## src/rtl/font_pixel_reader_if.sv

```systemverilog
// Pixel-stream bus for the font read stage: pixel timing and character code in,
// font ROM address/data exchange, and the coloured pixel out.
interface font_pixel_reader_if;
  logic        pixel_tick;
  logic        video_on;
  logic [9:0]  pixel_x;
  logic [9:0]  pixel_y;
  logic [6:0]  char_code;
  logic [10:0] rom_addr;
  logic [7:0]  rom_data;
  logic [11:0] rgb;
  logic        pix_valid;
  logic        overrun;

  modport master (
    output pixel_tick, video_on, pixel_x, pixel_y, char_code, rom_data,
    input  rom_addr, rgb, pix_valid, overrun
  );

  modport slave (
    input  pixel_tick, video_on, pixel_x, pixel_y, char_code, rom_data,
    output rom_addr, rgb, pix_valid, overrun
  );
endinterface

```

## src/rtl/font_pixel_reader.sv

```systemverilog
// Two-stage text pixel pipeline: each pixel_tick issues a font ROM fetch for the new
// pixel and serializes the previously fetched glyph row into an RGB pixel.
module font_pixel_reader #(
  parameter int          ROM_LAT  = 1,        // 1..3 clocks from address to data
  parameter logic [11:0] FG_COLOR = 12'hFFF,
  parameter logic [11:0] BG_COLOR = 12'h000
) (
  input  logic               clk,
  input  logic               rst_n,
  font_pixel_reader_if.slave bus
);

  typedef enum logic [1:0] {IDLE, WAIT, CAPTURE} state_t;

  localparam logic [1:0] LAT_CNT = 2'(ROM_LAT);

  state_t      state_reg, state_next;
  logic [1:0]  wait_cnt_reg, wait_cnt_next;
  logic        capture;
  logic [7:0]  glyph_reg;
  logic [2:0]  col_a_reg;
  logic        von_a_reg;
  logic [10:0] rom_addr_reg;
  logic [11:0] rgb_reg;
  logic        pix_valid_reg;
  logic        overrun_reg;

  // Only the position within an 8x16 cell matters.
  wire unused_bits = &{1'b0, bus.pixel_x[9:3], bus.pixel_y[9:4]};

  // A new tick always restarts the fetch, even over a pending capture.
  always_comb begin
    state_next    = state_reg;
    wait_cnt_next = wait_cnt_reg;
    capture       = 1'b0;
    if (bus.pixel_tick) begin
      state_next    = WAIT;
      wait_cnt_next = LAT_CNT;
    end else begin
      case (state_reg)
        WAIT: begin
          wait_cnt_next = wait_cnt_reg - 2'd1;
          if (wait_cnt_reg <= 2'd1) state_next = CAPTURE;
        end
        CAPTURE: begin
          capture    = 1'b1;
          state_next = IDLE;
        end
        default: state_next = IDLE;
      endcase
    end
  end

  always_ff @(posedge clk or negedge rst_n) begin
    if (!rst_n) begin
      state_reg     <= IDLE;
      wait_cnt_reg  <= 2'd0;
      glyph_reg     <= 8'd0;
      col_a_reg     <= 3'd0;
      von_a_reg     <= 1'b0;
      rom_addr_reg  <= 11'd0;
      rgb_reg       <= 12'd0;
      pix_valid_reg <= 1'b0;
      overrun_reg   <= 1'b0;
    end else begin
      state_reg    <= state_next;
      wait_cnt_reg <= wait_cnt_next;
      if (capture) glyph_reg <= bus.rom_data;
      if (bus.pixel_tick) begin
        rom_addr_reg <= {bus.char_code, bus.pixel_y[3:0]};
        col_a_reg    <= bus.pixel_x[2:0];
        von_a_reg    <= bus.video_on;
        // Stage B sees glyph_reg as it was before this edge, stale if a fetch was cut short.
        if (von_a_reg) begin
          rgb_reg       <= glyph_reg[3'd7 - col_a_reg] ? FG_COLOR : BG_COLOR;
          pix_valid_reg <= 1'b1;
        end else begin
          rgb_reg       <= 12'd0;
          pix_valid_reg <= 1'b0;
        end
        if (state_reg != IDLE) overrun_reg <= 1'b1;
      end
    end
  end

  assign bus.rom_addr  = rom_addr_reg;
  assign bus.rgb       = rgb_reg;
  assign bus.pix_valid = pix_valid_reg;
  assign bus.overrun   = overrun_reg;

endmodule

```

## src/flat_wrapper.sv

```systemverilog
// flat-port wrapper written by rule: the top's interface ports become plain ports
module font_pixel_reader_flat 
#(
  parameter int          ROM_LAT  = 1,                                           
  parameter logic [11:0] FG_COLOR = 12'hFFF,
  parameter logic [11:0] BG_COLOR = 12'h000
)
  (clk, rst_n, bus_pixel_tick, bus_video_on, bus_pixel_x, bus_pixel_y, bus_char_code, bus_rom_data, bus_rom_addr, bus_rgb, bus_pix_valid, bus_overrun);
  font_pixel_reader_if bus_i ();
  input  logic clk;
  input  logic rst_n;
  input wire logic [$bits(bus_i.pixel_tick)-1:0] bus_pixel_tick;
  input wire logic [$bits(bus_i.video_on)-1:0] bus_video_on;
  input wire logic [$bits(bus_i.pixel_x)-1:0] bus_pixel_x;
  input wire logic [$bits(bus_i.pixel_y)-1:0] bus_pixel_y;
  input wire logic [$bits(bus_i.char_code)-1:0] bus_char_code;
  input wire logic [$bits(bus_i.rom_data)-1:0] bus_rom_data;
  output wire logic [$bits(bus_i.rom_addr)-1:0] bus_rom_addr;
  output wire logic [$bits(bus_i.rgb)-1:0] bus_rgb;
  output wire logic [$bits(bus_i.pix_valid)-1:0] bus_pix_valid;
  output wire logic [$bits(bus_i.overrun)-1:0] bus_overrun;
  assign bus_i.pixel_tick = bus_pixel_tick;
  assign bus_i.video_on = bus_video_on;
  assign bus_i.pixel_x = bus_pixel_x;
  assign bus_i.pixel_y = bus_pixel_y;
  assign bus_i.char_code = bus_char_code;
  assign bus_i.rom_data = bus_rom_data;
  assign bus_rom_addr = bus_i.rom_addr;
  assign bus_rgb = bus_i.rgb;
  assign bus_pix_valid = bus_i.pix_valid;
  assign bus_overrun = bus_i.overrun;
  font_pixel_reader #(.ROM_LAT(ROM_LAT), .FG_COLOR(FG_COLOR), .BG_COLOR(BG_COLOR)) u_core (.clk(clk), .rst_n(rst_n), .bus(bus_i));
endmodule
```

## config.mk

```make
export PLATFORM = sky130hd
export DESIGN_NAME = font_pixel_reader_flat
export DESIGN_NICKNAME = d
export VERILOG_FILES = /design/src/rtl/font_pixel_reader_if.sv /design/src/rtl/font_pixel_reader.sv /design/src/flat_wrapper.sv
export SDC_FILE = /design/constraint.sdc
export NUM_CORES = 1
export LEC_CHECK = 0
export CORE_ASPECT_RATIO = 2
export CORE_MARGIN = 5
export CORE_UTILIZATION = 36
export DETAILED_ROUTE_END_ITERATION = 6
export PLACE_DENSITY = 0.77
export SLEW_MARGIN = 20
export SYNTH_ARGS = -nofsm -noshare
export SYNTH_HDL_FRONTEND = slang
export SYNTH_SLANG_ARGS = --single-unit
export TNS_END_PERCENT = 5
```

## constraint.sdc

```tcl
create_clock -name clk -period 1.23 [get_ports clk]
set_input_delay 0.246 -clock clk [delete_from_list [all_inputs] [get_ports clk]]
set_output_delay 0.246 -clock clk [all_outputs]
set_load 0.05 [all_outputs]
```

# Word-level counts from Yosys, hierarchy flattened
# Index checks and enable logic that the tools add are counted.
# W data, S select, Z words.
[totals]
register_bits = 41
in_bits = 39
out_inout_bits = 25
word_cells = 31
[classes]
add_sub_neg = 2
order_cmp = 2
eq_ne = 3
muxes = 12
reduce_logical = 3
[op_table]
columns = ["operator", "n"]
rows = [
  ["$mux W12", 2],
  ["$mux W2", 5],
  ["$lt A3 B4 Y1 const B", 1],
  ["$mux W1", 4],
  ["$reduce_bool A2 Y1", 2],
  ["$bmux W1 S3", 1],
  ["$ne A3 B2 Y1 const B", 1],
  ["$sub A3 B3 Y3 const A", 1],
  ["$eq A2 B1 Y1 const B", 1],
  ["$eq A2 B2 Y1 const B", 1],
  ["$le A2 B1 Y1 const B", 1],
  ["$reduce_and A2 Y1", 1],
  ["$sub A2 B1 Y2 const B", 1],
]

# Logic depth before layout (Yosys ltp)
[depth]
ltp_word = 5
ltp_mapped = 4
depth_no_buf = 4

# Worst setup path after synthesis
# Ideal clock, no wire load.
[synth_timing]
path_type = "reg2out"
from = "register u_core.rgb_reg[10] (netlist: u_core.bus.rgb[10])"
to = "output port bus_rgb[10]"
arrival_time_ns = 1.084
required_ns = 0.984
path_slack_ns = -0.100
stages_incl_launch_ff = 2
n_path_buf = 1
cell_sequence = "dfrtp_1 -> buf_4"
[synth_lines]
columns = ["element", "line", "text"]
rows = [
  ["from (decl)", "font_pixel_reader.sv:24", "logic [11:0] rgb_reg;"],
  ["from (signal assigned)", "font_pixel_reader.sv:75", "rgb_reg <= glyph_reg[3'd7 - col_a_reg] ? FG_COLOR : BG_COLOR;"],
  ["to (decl)", "flat_wrapper.sv:19", "output wire logic [$bits(bus_i.rgb)-1:0] bus_rgb;"],
]
# No word-level cell between the ends.

==> impl_metrics.csv <==
group,metric,value,unit
status,outcome,"finished with violations",
status,violations,"setup timing",
cells_and_area,drive_gt1_frac,0.4930,
timing,setup_viol,14,
clock_network,numCtsBuffers,5,
drt,final_antenna_net_count,0,
setup_path,crit_slowest_cell,"dfrtp_4",
drt,dr.pass1.iters,3,
cells_and_area,area_growth,70.53,%
synthesis,syn_area,1316,um^2
die,core_area,3568,um^2
die,die_x,52.76,um
pwr,power-per-cell-area,1635,nW/um^2
drt,drt-wirelength-per-cell,15.05,um
global_routing,grt_usage,0.1314,
timing,worst_pin_slew,335.3,ps
global_routing,grt_pass1_vias,982,
setup_path,path_buf_inv,2,
setup_path,crit_chain,"buf_12 > buf_12",
synthesis,synthDistinctLibCells,20,
global_routing,grt_max_degree,31,
drt,drtIter0Drc,3,
timing,timing.hold.ws,319.7,ps
clock_network,clock_path_buffers,2,
global_routing,antenna_found_initial,0,
setup_path,worstSetupPathType,"reg -> out",
setup_path,path_max_fanout,7,
cells_and_area,final_cells,191,
clock_network,cts_sinks,30,
cells_and_area,stdcell_area,2245,um^2
setup_path,worstPathArrival,1090,ps
timing,slew-limit-headroom,0.7760,
synthesis,ys.flop_type,"dfrtp_1",
timing,slew_viol_final,0,
setup_path,max_stage_delay,500,ps
die,die_h,95.51,um
placement,dpl.hpwl,2.240,mm
clock_network,clkSlewWorstSetupHoldPaths,60,ps
timing,clock_skew,4.761,ps
clock_network,worstSkewPairLatency,280,ps
worst_hold_path,worstHoldPathType,"in -> async",
synthesis,yosys_warnings,0,
placement,port_buffers,50,
timing,rsz0062_at_grt,"true",
timing,period_share,1.085,
setup_path,endpoint_kind,"output pin",
pwr,peakVddDrop,1.322,mV
synthesis,async_flop_share,1.000,
synthesis,avgSynthCellArea,14.46,um^2
drt,vias_per_cell,4.565,
timing,fin_setup_tns,-1276,ps
placement,placedCellCount,181,
cells_and_area,largest_register_ffs,11,
clock_network,cts_tree,"done",
placement,place_area,2073,um^2
setup_path,critPathTopFamily,"flip-flops",
cells_and_area,num_antenna_cells,0,
timing,finalCriticalPeriod,1335,ps
timing,hold_viol,0,
timing,setup_slack,-104.9,ps
setup_path,required,980,ps
synthesis,synthesis.nets,131,
die,initial_core_util,0.3689,
die,rows,31,
clock_network,root_buffer,"clkbuf_8",
pwr,p_leak,0.0009732,uW
die,pin_count,64,
synthesis,syn_inst,91,
clock_network,htreeDepth,2,
synthesis,yosysSeqAreaShare,0.5703,
setup_path,crit_path_frequent_cell,"buf_12",
synthesis,ys_ff_latch,30,
drt,dr_total_vias,872,
die,die-area,5039,um^2
setup_path,cp-start-kind,"flip-flop",
drt,routed_wl,2.875,mm
cells_and_area,final_nets,181,
timing,fmax,749.1,MHz
drt,drc,0,
placement,gp_congestion,0.7354,
global_routing,grt_overflow,0,
synthesis,synth_edf_count,0,
global_routing,grt_pass1_wl,4.698,mm
pwr,total_power,3670,uW
job,drv_cap,0,
-- cell usage in the layout, fill, tap and decap left out, types with 3 or more instances in the layout --
| master | count |
|---|---|
| buf_12 | 27 |
| buf_4 | 3 |
| clkbuf_8 | 5 |
| clkdlybuf4s50_1 | 24 |
| dfrtp_1 | 28 |
| mux2_2 | 17 |
| mux2_4 | 7 |
| nand2b_1 | 3 |
-- cell type report --
cell class | count | area (um^2)
fill | 275 | 1324
timing repair buffer | 57 | 834.6
sequential | 30 | 755.7
multi-input combinational | 45 | 476.7
clock buffer | 5 | 68.82
tap | 49 | 61.31
clock inverter | 3 | 40.04
inverter | 2 | 7.507
-- synth_stat cells (2+ instances only) --
master     n  share of area
nor2_1     3         0.0086
o21ai_0    2         0.0076
inv_1      2         0.0057
buf_4     12          0.068
dfrtp_1   30           0.57
mux2i_1    2          0.015
mux2_2    24           0.21
nor3b_1    2          0.011
nand2b_1   3          0.014
-- routing by layer --
metal / vias to the layer above / GRT usage / part of all wire
met4: 0 / 0.07676 / 0.025
met3: 6 / 0.03443 / 0.047
met1: 434 / 0.1268 / 0.34
met5: - / 0 / 0
li1: 398 / - / -
met2: 34 / 0.2386 / 0.58
-- cell families (layout without fill, tap and decap cells) --
logic type | Yosys count | count (layout) | synth area share
AND/OR/NAND/NOR | 12 | 12 | 0.06084
adder cells (fa/ha/maj) | 1 | 1 | 0.009504
XOR/XNOR | 1 | 1 | 0.006655
flip-flops | 30 | 30 | 0.5703
multiplexers | 27 | 27 | 0.2405
buffers and inverters | 16 | 67 | 0.08650
AO/OA/AOI/OAI | 4 | 4 | 0.02567
-- worst paths after layout --
path,startpoint,to,slack (ps),cells past startpoint
max,u_core.bus.rgb[10],bus_rgb[6],-100,2
min,rst_n,u_core.glyph_reg[3],320,2
max reg2reg,u_core.col_a_reg[0],u_core.bus.rgb[10],-30,4
min reg2reg,u_core.glyph_reg[4],u_core.glyph_reg[4],510,1
max in group asynchronous,rst_n,u_core.bus.rgb[10],730,2
min in group clk,bus_pixel_tick,u_core.bus.rgb[10],510,3
-- power breakdown --
| group | internal (uW) | switching, uW | total, uW |
|---|---|---|---|
| sequential | 1140 | 117 | 1260 |
| combinational | 777 | 677 | 1450 |
| clock | 595 | 364 | 959 |
-- through the flow --
step / util / setup slack, ps
3_3_place_gp: 0.5810 / -366.7
2_1_floorplan: - / -19.82
4_1_cts: 0.6213 / -110.1
6_report: 0.6290 / -104.9
5_1_grt: 0.6290 / -136.3
3_5_place_dp: 0.5810 / -403.6
-- timing repair --
action | in CTS | in global routing
gates resized for setup | 6 | 8
hold buffers | 0 | 0
setup endpoints to repair | 28 | 22
setup buffers | 2 | 0
pin swaps | 1 | 0
Note: power is estimated with default switching activity, not from simulation.
